`src/rtl/lcd_bus_ctrl_pkg.sv`:
```
// Shared types and constants for the HD44780-style LCD bus controller:
// FSM states, init command ROM and command codes.
package lcd_pkg;

   typedef enum logic [2:0] {
      PWRUP,
      LOAD,
      SETUP,
      PULSE,
      HOLD,
      WAIT,
      IDLE
   } lcd_state_t;

   localparam logic [7:0] CMD_CLEAR    = 8'h01;
   localparam logic [7:0] CMD_HOME     = 8'h02;
   localparam logic [7:0] CMD_FUNC_SET = 8'h38;
   localparam logic [7:0] CMD_DISP_ON  = 8'h0C;
   localparam logic [7:0] CMD_ENTRY    = 8'h06;

   localparam int INIT_LEN = 6;
   localparam logic [7:0] INIT_ROM [INIT_LEN] = '{
      CMD_FUNC_SET, CMD_FUNC_SET, CMD_FUNC_SET, CMD_DISP_ON, CMD_CLEAR, CMD_ENTRY
   };

   function automatic int max2(input int a, input int b);
      return (a > b) ? a : b;
   endfunction

   // Clear and both home encodings (0x02/0x03) need the long settle time.
   function automatic logic is_slow_cmd(input logic rs, input logic [7:0] d);
      return !rs && (d == CMD_CLEAR || d == CMD_HOME || d == (CMD_HOME | 8'h01));
   endfunction

endpackage

```
`src/rtl/lcd_bus_ctrl_if.sv`:
```
// Request handshake between the core's LCD MMIO register and the controller.
interface lcd_bus_ctrl_if;
   logic       req_vld;
   logic       req_rs;
   logic [7:0] req_data;
   logic       req_rdy;

   modport master (output req_vld, output req_rs, output req_data, input  req_rdy);
   modport slave  (input  req_vld, input  req_rs, input  req_data, output req_rdy);
endinterface

```
`src/rtl/lcd_bus_ctrl_timer.sv`:
```
// Loadable down-counter; done while the count sits at 1, so a state that
// loads N on entry and leaves on done lasts exactly N cycles.
module lcd_cycle_timer #(
   parameter int W       = 8,
   parameter int RST_VAL = 1
) (
   input  logic         i_clk,
   input  logic         i_rst_n,
   input  logic         i_load,
   input  logic [W-1:0] i_load_val,
   output logic         o_done
);

   logic [W-1:0] r_cnt;

   always_ff @(posedge i_clk or negedge i_rst_n) begin
      if (!i_rst_n) begin
         r_cnt <= W'(RST_VAL);
      end else if (i_load) begin
         r_cnt <= i_load_val;
      end else if (r_cnt > W'(1)) begin
         r_cnt <= r_cnt - W'(1);
      end
   end

   assign o_done = (r_cnt == W'(1));

endmodule

```
`src/rtl/lcd_bus_ctrl.sv`:
```
// HD44780 write-only bus controller: power-up init sequence, then byte
// writes from the core with setup / enable / hold / settle timing.
module lcd_bus_ctrl
   import lcd_pkg::*;
#(
   parameter int PWRUP_CYC      = 750000,
   parameter int SETUP_CYC      = 4,
   parameter int EN_HIGH_CYC    = 12,
   parameter int HOLD_CYC       = 4,
   parameter int CMD_WAIT_CYC   = 2500,
   parameter int CLEAR_WAIT_CYC = 82000
) (
   input  logic          i_clk,
   input  logic          i_rst_n,
   lcd_bus_ctrl_if.slave req_if,
   output logic          o_lcd_on,
   output logic          o_lcd_en,
   output logic          o_lcd_rs,
   output logic          o_lcd_rw,
   output logic [7:0]    o_lcd_data,
   output logic          o_init_done
);

   localparam int MAX_CYC = max2(max2(max2(PWRUP_CYC, SETUP_CYC), max2(EN_HIGH_CYC, HOLD_CYC)),
                                 max2(CMD_WAIT_CYC, CLEAR_WAIT_CYC));
   localparam int CW = $clog2(MAX_CYC) + 1;

   generate
      if (PWRUP_CYC < 1 || SETUP_CYC < 1 || EN_HIGH_CYC < 1 || HOLD_CYC < 1 ||
          CMD_WAIT_CYC < 1 || CLEAR_WAIT_CYC < 1) begin : g_bad_param
         $fatal(1, "lcd_bus_ctrl: every timing parameter must be at least 1");
      end
   endgenerate

   lcd_state_t     r_state, w_state_next;
   logic [2:0]     r_idx, w_idx_next;
   logic           r_rs, w_rs_next;
   logic [7:0]     r_data, w_data_next;
   logic           r_init_done, w_init_done_next;
   logic           r_en, r_rdy, r_on;
   logic           w_accept, w_load, w_done;
   logic [CW-1:0]  w_load_val;

   assign w_accept = (r_state == IDLE) && r_rdy && req_if.req_vld;

   always_comb begin
      w_state_next     = r_state;
      w_idx_next       = r_idx;
      w_rs_next        = r_rs;
      w_data_next      = r_data;
      w_init_done_next = r_init_done;
      unique case (r_state)
         PWRUP: if (w_done) begin
            w_state_next = LOAD;
            w_idx_next   = 3'd0;
         end
         LOAD: begin
            w_state_next = SETUP;
            w_rs_next    = 1'b0;
            w_data_next  = INIT_ROM[r_idx];
         end
         SETUP: if (w_done) w_state_next = PULSE;
         PULSE: if (w_done) w_state_next = HOLD;
         HOLD:  if (w_done) w_state_next = WAIT;
         WAIT: if (w_done) begin
            if (r_init_done) begin
               w_state_next = IDLE;
            end else if (r_idx < 3'(INIT_LEN - 1)) begin
               w_idx_next   = r_idx + 3'd1;
               w_state_next = LOAD;
            end else begin
               w_init_done_next = 1'b1;
               w_state_next     = IDLE;
            end
         end
         IDLE: if (w_accept) begin
            w_state_next = SETUP;
            w_rs_next    = req_if.req_rs;
            w_data_next  = req_if.req_data;
         end
         default: w_state_next = PWRUP;
      endcase
   end

   // Timer reloads on every state change with the duration of the state being entered.
   always_comb begin
      w_load     = (w_state_next != r_state);
      w_load_val = CW'(1);
      unique case (w_state_next)
         PWRUP:   w_load_val = CW'(PWRUP_CYC);
         SETUP:   w_load_val = CW'(SETUP_CYC);
         PULSE:   w_load_val = CW'(EN_HIGH_CYC);
         HOLD:    w_load_val = CW'(HOLD_CYC);
         WAIT:    w_load_val = is_slow_cmd(r_rs, r_data) ? CW'(CLEAR_WAIT_CYC) : CW'(CMD_WAIT_CYC);
         default: w_load_val = CW'(1);
      endcase
   end

   lcd_cycle_timer #(.W(CW), .RST_VAL(PWRUP_CYC)) u_timer (
      .i_clk      (i_clk),
      .i_rst_n    (i_rst_n),
      .i_load     (w_load),
      .i_load_val (w_load_val),
      .o_done     (w_done)
   );

   always_ff @(posedge i_clk or negedge i_rst_n) begin
      if (!i_rst_n) begin
         r_state     <= PWRUP;
         r_idx       <= 3'd0;
         r_rs        <= 1'b0;
         r_data      <= 8'h00;
         r_init_done <= 1'b0;
         r_en        <= 1'b0;
         r_rdy       <= 1'b0;
         r_on        <= 1'b0;
      end else begin
         r_state     <= w_state_next;
         r_idx       <= w_idx_next;
         r_rs        <= w_rs_next;
         r_data      <= w_data_next;
         r_init_done <= w_init_done_next;
         r_en        <= (w_state_next == PULSE);
         r_rdy       <= (w_state_next == IDLE);
         r_on        <= 1'b1;
      end
   end

   assign req_if.req_rdy = r_rdy;
   assign o_lcd_on       = r_on;
   assign o_lcd_en       = r_en;
   assign o_lcd_rs       = r_rs;
   assign o_lcd_rw       = 1'b0;
   assign o_lcd_data     = r_data;
   assign o_init_done    = r_init_done;

endmodule
```
`src/flat_wrapper.sv`:
```
// flat-port wrapper written by rule: the top's interface ports become plain ports
module lcd_bus_ctrl_flat import lcd_pkg::*;
#(
   parameter int PWRUP_CYC      = 750000,
   parameter int SETUP_CYC      = 4,
   parameter int EN_HIGH_CYC    = 12,
   parameter int HOLD_CYC       = 4,
   parameter int CMD_WAIT_CYC   = 2500,
   parameter int CLEAR_WAIT_CYC = 82000
)
  (i_clk, i_rst_n, o_lcd_on, o_lcd_en, o_lcd_rs, o_lcd_rw, o_lcd_data, o_init_done, req_if_req_vld, req_if_req_rs, req_if_req_data, req_if_req_rdy);
  lcd_bus_ctrl_if req_if_i ();
  input  logic i_clk;
  input  logic i_rst_n;
  output logic o_lcd_on;
  output logic o_lcd_en;
  output logic o_lcd_rs;
  output logic o_lcd_rw;
  output logic [7:0] o_lcd_data;
  output logic o_init_done;
  input wire logic [$bits(req_if_i.req_vld)-1:0] req_if_req_vld;
  input wire logic [$bits(req_if_i.req_rs)-1:0] req_if_req_rs;
  input wire logic [$bits(req_if_i.req_data)-1:0] req_if_req_data;
  output wire logic [$bits(req_if_i.req_rdy)-1:0] req_if_req_rdy;
  assign req_if_i.req_vld = req_if_req_vld;
  assign req_if_i.req_rs = req_if_req_rs;
  assign req_if_i.req_data = req_if_req_data;
  assign req_if_req_rdy = req_if_i.req_rdy;
  lcd_bus_ctrl #(.PWRUP_CYC(PWRUP_CYC), .SETUP_CYC(SETUP_CYC), .EN_HIGH_CYC(EN_HIGH_CYC), .HOLD_CYC(HOLD_CYC), .CMD_WAIT_CYC(CMD_WAIT_CYC), .CLEAR_WAIT_CYC(CLEAR_WAIT_CYC)) u_core (.i_clk(i_clk), .i_rst_n(i_rst_n), .req_if(req_if_i), .o_lcd_on(o_lcd_on), .o_lcd_en(o_lcd_en), .o_lcd_rs(o_lcd_rs), .o_lcd_rw(o_lcd_rw), .o_lcd_data(o_lcd_data), .o_init_done(o_init_done));
endmodule
```
`config.mk`:
```
export PLATFORM = sky130hd
export DESIGN_NAME = lcd_bus_ctrl_flat
export DESIGN_NICKNAME = d
export VERILOG_FILES = /design/src/rtl/lcd_bus_ctrl_pkg.sv /design/src/rtl/lcd_bus_ctrl_if.sv /design/src/rtl/lcd_bus_ctrl_timer.sv /design/src/rtl/lcd_bus_ctrl.sv /design/src/flat_wrapper.sv
export SDC_FILE = /design/constraint.sdc
export NUM_CORES = 1
export LEC_CHECK = 0
export ABC_AREA = 0
export CAP_MARGIN = 0
export CELL_PAD_IN_SITES_DETAIL_PLACEMENT = 0
export CELL_PAD_IN_SITES_GLOBAL_PLACEMENT = 1
export CORE_UTILIZATION = 44
export CTS_CLUSTER_SIZE = 28
export DETAILED_ROUTE_END_ITERATION = 8
export GPL_TIMING_DRIVEN = 0
export HOLD_SLACK_MARGIN = 0.05
export PLACE_DENSITY = 0.91
export SETUP_SLACK_MARGIN = 0.2
export SYNTH_ARGS = -nofsm -noshare
export SYNTH_HDL_FRONTEND = slang
export SYNTH_SLANG_ARGS = --single-unit
```
`constraint.sdc`:
```
create_clock -name i_clk -period 2.5 [get_ports i_clk]
set_input_delay 0.5 -clock i_clk [delete_from_list [all_inputs] [get_ports i_clk]]
set_output_delay 0.5 -clock i_clk [all_outputs]
set_load 0.05 [all_outputs]
```
; ---- Word-level counts from Yosys, hierarchy flattened
; Memories as Yosys holds them, arrays and structs flattened.
; Index checks and enable logic that the tools add are counted.
[op_classes]
n_addsub = 2
multipliers = 0
div_mod_pow = 0
magnitude_cmp = 3
eq_ne = 21
n_shift = 0
mux = 26
n_bitwise = 1
n_reduce_logical = 15
[ops]
columns = operator, n
row1 = 21-bit case mux with 4 select lines, 1
row2 = 21-bit 2-to-1 mux, 2
row3 = 3-bit 2-to-1 mux, 12
row4 = 8-bit 2-to-1 mux, 3
row5 = "21-bit by 1-bit == test with 1-bit output, second input constant", 1
row6 = "21-bit by 1-bit greater-than comparator with 1-bit output, second input constant", 1
row7 = 3-bit case mux with 7 select lines, 1
row8 = "21-bit by 1-bit subtractor with 21-bit output, second input constant", 1
row9 = "3-bit == test, second input constant", 6
row10 = 17-bit 2-to-1 mux, 1
row11 = "8-bit by 2-bit == test with 1-bit output, second input constant", 2
row12 = 8-bit case mux with 2 select lines, 1
row13 = "3-bit by 2-bit == test with 1-bit output, second input constant", 4
row14 = "8-bit by 1-bit == test with 1-bit output, second input constant", 1
row15 = 3-bit logical NOT, 2
row16 = "2-bit inequality test, second input constant", 3
row17 = 3-bit case mux with 2 select lines, 1
row18 = 2-bit nonzero test, 3
row19 = 5-bit AND reduction, 1
row20 = "4-bit greater-or-equal comparator, second input constant", 1
row21 = "2-bit by 1-bit inequality test with 1-bit output, second input constant", 2
row22 = 3-bit inverter with 4-bit output, 1
row23 = 2-bit AND reduction, 2
row24 = "3-bit by 1-bit adder with 3-bit output, second input constant", 1
row25 = other kinds (9), 14
[totals]
register_bits = 40
latchBits = 0
mem_bits_rw = 0
rom_bits = 64
out_inout_bits = 14
elab_cells = 78
memories = 1
[mem_list]
columns = memory, depth, width, rd, rd_ports_with_merged_regs, write_ports, line
row1 = (no name shown), 8, 8, 1, 0, 0, lcd_bus_ctrl.sv:60  ; w_data_next = INIT_ROM[r_idx];

; ---- Depth between registers and ports, before layout
[logic_depth]
depth_word = 9
mapped_depth = 7
ltp_nobuf = 7

; ---- By module
; A second synthesis with hierarchy kept.
[hier_totals]
cells_unflattened = 273
area_unflattened_um2 = 2447.3
[by_module_without_submodules]
columns = mod, n_inst, cells_each, area_each_um2
row1 = lcd_cycle_timer, 1, 144, 1280.0
row2 = lcd_bus_ctrl, 1, 129, 1167.4

; ---- Worst setup path before layout
; Ideal clock, no wire load.
[synth_timing]
path_kind = register to register
from = register u_core.u_timer.r_cnt[9]
to = register u_core.u_timer.r_cnt[3]
setup_ns = 0.118
arrival_time_ns = 1.785
t_required_ns = 2.382
setup_slack_ns = 0.597
stages_incl_launch_ff = 8
path_buffers = 1
period_less_slack_ns = 1.903
cell_sequence = dfrtp_1 > nor4_4 > and2_1 > nand4b_1 > a22oi_4 > buf_6 > a211oi_1 > a21o_1
[synth_between]
elab_chain_cells = 7
elab_cells_between_ends = 18
cone_classes = order compare: 1 / eq/ne: 6 / mux: 8 / reduce/logical: 3
[synth_rtl]
columns = element, line
row1 = start: declaration, lcd_bus_ctrl_timer.sv:14  ; logic [W-1:0] r_cnt;
row2 = start signal: assignment, lcd_bus_ctrl_timer.sv:18  ; r_cnt <= W'(RST_VAL);
row3 = start signal: assignment, lcd_bus_ctrl_timer.sv:20  ; r_cnt <= i_load_val;
row4 = start signal: assignment, lcd_bus_ctrl_timer.sv:22  ; r_cnt <= r_cnt - W'(1);
row5 = 21-bit by 1-bit == test with 1-bit output, lcd_bus_ctrl_timer.sv:26  ; assign o_done = (r_cnt == W'(1));
row6 = 3-bit 2-to-1 mux (on tied branches), --
row7 = 3-bit case mux with 7 select lines, lcd_bus_ctrl.sv:52  ; unique case (r_state)
row8 = 3-bit by 2-bit == test with 1-bit output or 3-bit == test (tied branches), lcd_bus_ctrl.sv:89  ; unique case (w_state_next)
row9 = 2-bit OR reduction (no line), --
row10 = 21-bit case mux with 4 select lines, lcd_bus_ctrl.sv:89
row11 = 21-bit 2-to-1 mux, lcd_bus_ctrl_timer.sv:19  ; end else if (i_load) begin
; Several ways; a longest one is shown, not always the timed one.
; A chain may end at the register's enable or synchronous reset.

; ---- Worst setup path after layout
[layout_timing]
from = register u_core.u_timer.r_cnt[11]
to = register u_core.u_timer.r_cnt[11]
; The elaborated chain is that of the path after synthesis.

==> implementation parameters <==
Parameter                              Value

CTS
  Master cell of the clock root buffer    sky130_fd_sc_hd__clkbuf_8
  Number of buffers between clock root and the deepest sink    2
  Clock latency of the later-clocked register in the worst-skew pair    300 ps
  Clock transition at the register clock pins on the worst setup and hold paths after CTS    around 80 ps
  Cts bufs inserted    5
  Number of sinks on the clock net    40
  CTS H-tree depth    2
  CTS tree    built

Floorplan
  Effective utilization at floorplan    between 40 and 50%
  Vert. Die Dim    77.02 um
  I/O pins    26
  Floorplan Core Area    0.005270 mm2
  Row cnt    26
  Die width    77.02 um
  Total die area    slightly below 0.006 mm2

Layout
  Ratio of cells with drive above 1 in the final layout    16.07%
  Post-layout nets    320
  Diodes inserted    0
  Synthesis-to-layout area growth    19.15%

Timing
  Min Hold Slack    508.2 ps
  Time the worst path needs with I/O delays and setup    roughly 2100 ps
  Largest clock skew in the final design    slightly below 10 ps
  Final worst path period share    84.01%
  Highest achievable clock rate    around 480 MHz
  Number of hold-slack violations in the final timing report    0
  Min setup slack post-route    399.7 ps
  Setup TNS    0 ps
  Slew Limit Headroom    58.90%
  Final Max Slew Viols    0
  Setup-failing EPs final    0
  RSZ-0062 raised after global routing    no
  Transition time at the pin with the least slew margin    between 600 and 700 ps

Detailed routing
  Violation count after the first detailed-routing iteration    about 140
  Total via count after detailed routing    approximately 2100
  Drt total wl    5544 um
  DRC violation count after routing    0
  Vias per cell    about 5.6
  First-pass iteration count of the detailed router    4
  Routed wirelength normalized by instance count    between 10 and 15 um
  Number of routed nets with antenna violations    0

GRT
  Global router's overall resource usage    slightly above 20%
  Wire length of the first global-routing pass    ~9500 um
  Number of antenna violations at the first check in global routing    0
  Number of global-route vias before repair    roughly 2000
  Residual overflow from global routing    0
  Pin count of the biggest net entering global routing    39

Worst setup path
  Critical path type    register to register
  Critical Path Max Stage Delay    440 ps
  Slowest cell on the critical path    sky130_fd_sc_hd__dfrtp_1
  Critical path peak fanout    10
  Arrival time of the worst setup path    roughly 2300 ps
  Kind of launch point of the worst setup path    register
  Critical path endpoint category    register
  Critical path data required time    between 2000 and 3000 ps
  Cells traversed along the worst timing path    nor4_2 > and4b_2 > nand3_1 > a22oi_4 > buf_6 > o21bai_1 > a221oi_1
  Cell family with the largest share of critical-path delay    simple AND/OR/NAND/NOR gates
  Critical path buffers and inverters    1

Synth
  Mapped Avg Cell Area    around 9.2 um2
  Number of flops mapped to enable cells by yosys    0
  Library cell with the highest instance count after synthesis    sky130_fd_sc_hd__dfrtp_1
  Synthesized instance count    around 270
  Proportion of synthesized chip area in sequential cells    40.93%
  Area of the mapped netlist    about 0.0025 mm2
  Cell types with the highest counts after synthesis    sky130_fd_sc_hd__dfrtp_1 (30), sky130_fd_sc_hd__nand2_1 (28), sky130_fd_sc_hd__nor2_1 (26)
  Most common flop cell mapped by yosys    sky130_fd_sc_hd__dfrtp_1
  Count of state elements after synthesis    40
  Post-Synthesis Net Count    285
  Distinct cell type count of the synthesized netlist    60
  Yosys warning total    0
  Share of synthesized registers carrying an async set or reset    100.0%
  Top area cells in the synthesized netlist    sky130_fd_sc_hd__dfrtp_1 (30%), sky130_fd_sc_hd__dfstp_2 (11%), sky130_fd_sc_hd__nand2_1 (4.2%)
  Top cell type's share of synthesized area    between 30% and 40%
  Synth area leader    sky130_fd_sc_hd__dfrtp_1

Power
  Worst ir drop on vdd    0.0002437 V
  Leakage    about 1.2 nW
  Total power    approximately 1.1 mW
  Power per cell area    between 300 and 400 mW/mm2

Placed design
  Half-perimeter wire length of the detailed placement result    about 4000 um
  Post-placement worst setup slack    approximately 260 ps
  IO Port Bufs    24
  Routability cong.    between 0.7 and 0.8

Worst hold path
  Path type of the worst min-delay path    register to register

Job
  Maximum capacitance violations    0

Outcome
  Status    complete, no violations
-- stage by stage --
stage	instance area [um2]	cells	utilization [%]
finish	2950	375	55.98
global route	2950	375	55.98
CTS	2922	373	55.44
detailed placement	2819	364	53.49
global placement	2804	363	53.21
floorplan	2476	269	-
-- metal layers --
layer,routed length (um),up-vias,global-route usage [%],share of wire (%)
met3,203,7,3.929,3.7
met5,0,-,0,0
li1,-,1032,-,-
met4,71,0,6.226,1.3
met2,2476,43,29.11,45
met1,2792,1003,30.90,50
-- timing repair --
item / in CTS / in global routing
hold endpoints to repair: 2 / 0
endpoints found under the setup margin: 0 / 15
buffers inserted: 0 / 2
gates resized for setup: 0 / 3
hold buffers: 1 / 0
-- state kept, by name, indices dropped and copies added (netlist names) --
signal / flops
u_core.o_init_done: 1
u_core.o_lcd_data: 8
u_core.o_lcd_en: 1
u_core.o_lcd_on: 1
u_core.o_lcd_rs: 1
u_core.r_idx: 3
u_core.r_state: 3
u_core.req_if.req_rdy: 1
u_core.u_timer.r_cnt: 21
-- logic make-up after synthesis --
kind of cell | after synthesis | share of synthesized area [%]
multiplexers | 2 | 0.9095
adder cells (fa/ha/maj) | 4 | 2.021
AND/OR/NAND/NOR | 113 | 26.02
other | 2 | 0.3033
XOR/XNOR | 16 | 5.659
flip-flops | 40 | 40.93
buffers and inverters | 22 | 4.699
AO/OA/AOI/OAI | 70 | 19.45
-- layout by cell type (no fill, tap or decap), drive strengths merged, types with 4 or more instances in the layout --
cell | netlist | final
clkdlybuf4s50 | 0 | 23
dfstp | 10 | 10
buf | 5 | 9
xor2 | 5 | 5
xnor2 | 11 | 11
o21a | 8 | 8
nor4 | 10 | 10
nand3 | 9 | 9
dfrtp | 30 | 30
a21oi | 16 | 16
clkbuf | 9 | 15
a22o | 5 | 5
nor2 | 27 | 27
inv | 8 | 8
nor2b | 5 | 5
o21ai | 15 | 15
ha | 4 | 4
nor3 | 9 | 9
nand2 | 28 | 28
-- where the power goes --
group	switching [mW]	total, mW	leakage (nW)	internal, mW
registers	0.000187	0.648	0.507	0.648
clock network	0.234	0.454	0.0510	0.220
logic	0.0222	0.0431	0.623	0.0209
-- worst min-delay path, cell delays in order, from the launching register on --
cell and delay (ps):
sky130_fd_sc_hd__dfrtp_1 360, sky130_fd_sc_hd__nand2_1 50, sky130_fd_sc_hd__o21ai_0 60
-- path summary, 6_finish.rpt --
path | slack [ps] | startpoint | to | depth (start not counted)
worst max-delay path | 400 | u_core.u_timer.r_cnt[11] | u_core.u_timer.r_cnt[11] | 7
worst min-delay path | 510 | u_core.o_lcd_data[0] | u_core.o_lcd_data[0] | 2
worst max register to register | 400 | u_core.u_timer.r_cnt[11] | u_core.u_timer.r_cnt[11] | 7
worst min register to register | 510 | u_core.o_lcd_data[0] | u_core.o_lcd_data[0] | 2
max in group asynchronous | 1500 | i_rst_n | u_core.u_timer.r_cnt[7] | 3
min in group asynchronous | 530 | i_rst_n | u_core.o_lcd_data[7] | 2
-- final cells by class --
cell class                 instances  area [um2]
fill                             490        2320
multi-input combinational        207        1360
sequential                        40        1013
timing repair buffer              28       280.3
tap                               70       87.58
buffer                            14       86.33
clock buffer                       6       82.58
inverter                           8       30.03
clock inverter                     2       10.01
No activity file was read; power rests on OpenSTA's default activity.
==> variant, RTL diff (same flow settings) <==
Encoding of `lcd_state_t`: now one-hot (7 bits for 7 states).
--- a/src/rtl/lcd_bus_ctrl_pkg.sv
+++ b/src/rtl/lcd_bus_ctrl_pkg.sv
@@ -3,12 +3,12 @@
 package lcd_pkg;
 
-   typedef enum logic [2:0] {
-      PWRUP,
-      LOAD,
-      SETUP,
-      PULSE,
-      HOLD,
-      WAIT,
-      IDLE
+   typedef enum logic [6:0] {
+      PWRUP = 7'b0000001,
+      LOAD  = 7'b0000010,
+      SETUP = 7'b0000100,
+      PULSE = 7'b0001000,
+      HOLD  = 7'b0010000,
+      WAIT  = 7'b0100000,
+      IDLE  = 7'b1000000
    } lcd_state_t;
 
Function: no difference found for any inputs over 10 cycles, from zero or initial values and one cycle with i_rst_n low; not proved beyond that.
==> variant against the unedited design <==
Non-clock buffer count grew 1. Sequential cell count up 4. Global-route usage rose by 1.6 points. Critical path depth grew 1. Critical path type unchanged. Clock power barely moved. Die area up 12%. Synthesized cell count rose by 5.2%. Wire length is 18% higher. Final area is 13% higher. Cell count grew 5.1%. Total power rose by 5.8%. Worst setup slack got worse by 0.10 ns. Synthesized area up 12%.
==> variant: results (changes against the unedited design) <==
Max Clock Skew - 0.00905 ns (was 0.00972 ns)
Skew-Pair Late Insertion Delay - 0.30 ns (about the same)
post-synthesis sequential area ratio - 0.401 (was 0.409)
P_leak - 0.00136 uW (was 0.00118 uW)
syn nets - 299 (was 285)
VDD IR-drop max - 0.279 mV (was 0.244 mV)
vias in the first global route - 2209 (was 1953)
Setup WS pre-CTS - 0.129 ns (was 0.261 ns)
Critical Path Sink - u_core.u_timer.r_cnt[4] (was u_core.u_timer.r_cnt[11])
first-pass GRT wire length - 10.9 mm (was 9.54 mm)
Synth cell types - 67 (was 60)
via count - 2250 (was 2085)
# nets final - 334 (was 320)
run status - finished, final reports clean (unchanged)
fillcell total - 534 (was 490)
Worst Reg-to-Reg Cells - 8 (was 7)
CP Data Arrival Time - 2.44 ns (was 2.27 ns)
DP Area - 0.00313 sq mm (was 0.00282 sq mm)
Placer Congestion - 0.872 (was 0.790)
Starting DRT DRC Count - 149 (was 144)
Reg2Reg Setup Slack - 0.30 ns (was 0.40 ns)
Worst setup startpoint - u_core.u_timer.r_cnt[6] (was u_core.u_timer.r_cnt[11])
Crit path max-delay family - compound AO/OA/AOI/OAI gates (was simple AND/OR/NAND/NOR gates)
Total GRT Usage - 0.220 (was 0.204)
PD cells - 364 mW/mm^2 (was 388 mW/mm^2)
routed length per placed instance - 16.6 um (was 14.8 um)
synth top area cells - dfrtp_1, dfstp_2, xnor2_1 (was dfrtp_1, dfstp_2, nand2_1)
Num CTS Buffers - 5 (unchanged)
initial antenna violation count - 0 (unchanged)
fin crit share - 0.882 (was 0.840)
pin count of the biggest net entering global routing - 24 (was 39)
layout cells sized above 1 - 0.223 (was 0.161)
Post-DP HPWL - 4.72 mm (was 3.96 mm)
Tightest Pin Transition - 0.724 ns (was 0.611 ns)
[variant: per-stage QoR]
step / setup TNS, ns / total power, uW / std cells / util
2_1_floorplan: 0 / 734 / 283 / -
3_3_place_gp: -9.97 / 768 / 382 / 0.519
3_5_place_dp: 0 / 773 / 383 / 0.523
4_1_cts: 0 / 1220 / 392 / 0.543
5_1_grt: 0 / 1250 / 394 / 0.555
6_report: 0 / 1210 / 394 / 0.555
[variant: per-layer routing]
layer / global-route usage / vias up / share of wire
met5: 0 / - / 0
met4: 0.0589 / 0 / 0.0095
met3: 0.0378 / 5 / 0.041
met2: 0.365 / 49 / 0.48
met1: 0.296 / 1115 / 0.47
li1: - / 1081 / -
[variant: area by class of cell]
type	count	area, sq um	area share
Clock buffer	6	72.6	0.0218
Buffer	15	98.8	0.0297
Inverter	8	30.0	0.00903
Multi-Input combinational cell	216	1610	0.485
Sequential cell	44	1110	0.335
Tap cell	75	93.8	0.0282
Clock inverter	2	12.5	0.00376
Timing Repair Buffer	28	289	0.0869
[variant: repair_timing]
item / CTS / global route
setup endpoints to repair: 10 / 22
buffers inserted: 1 / 2
resized for setup: 4 / 13
pin swaps: 2 / 5
[variant: cell families (layout without fill, tap and decap cells)]
family          count (synthesis)  in the layout  synth area share
mux                             8              8            0.0306
buf+inv                        23             59            0.0432
fa+ha+maj                       5              5            0.0216
compound gates                 60             60             0.176
xor+xnor                       22             22            0.0694
flops                          44             44             0.401
simple gates                  119            119             0.255
other cells                     2              2           0.00270
[variant: how the worst min path moves through the flow]
| stage | start | to | slack (ns) | depth (start not counted) |
|---|---|---|---|---|
| floorplan | i_rst_n | u_core.o_init_done | 0.20 | 0 |
| global placement | u_core.r_idx[1] | u_core.r_idx[1] | 0.51 | 1 |
| detailed placement | i_rst_n | u_core.o_lcd_en | 0.52 | 1 |
| CTS | i_rst_n | u_core.u_timer.r_cnt[18] | 0.20 | 1 |
| global route | i_rst_n | u_core.r_state[3] | 0.21 | 1 |
| finish | i_rst_n | u_core.r_state[3] | 0.18 | 1 |
[variant: power by group]
| part | switching [uW] | internal (uW) | total (uW) |
|---|---|---|---|
| sequential | 0.180 | 713 | 713 |
| combinational | 24.3 | 21.0 | 45.3 |
| clock | 258 | 196 | 453 |
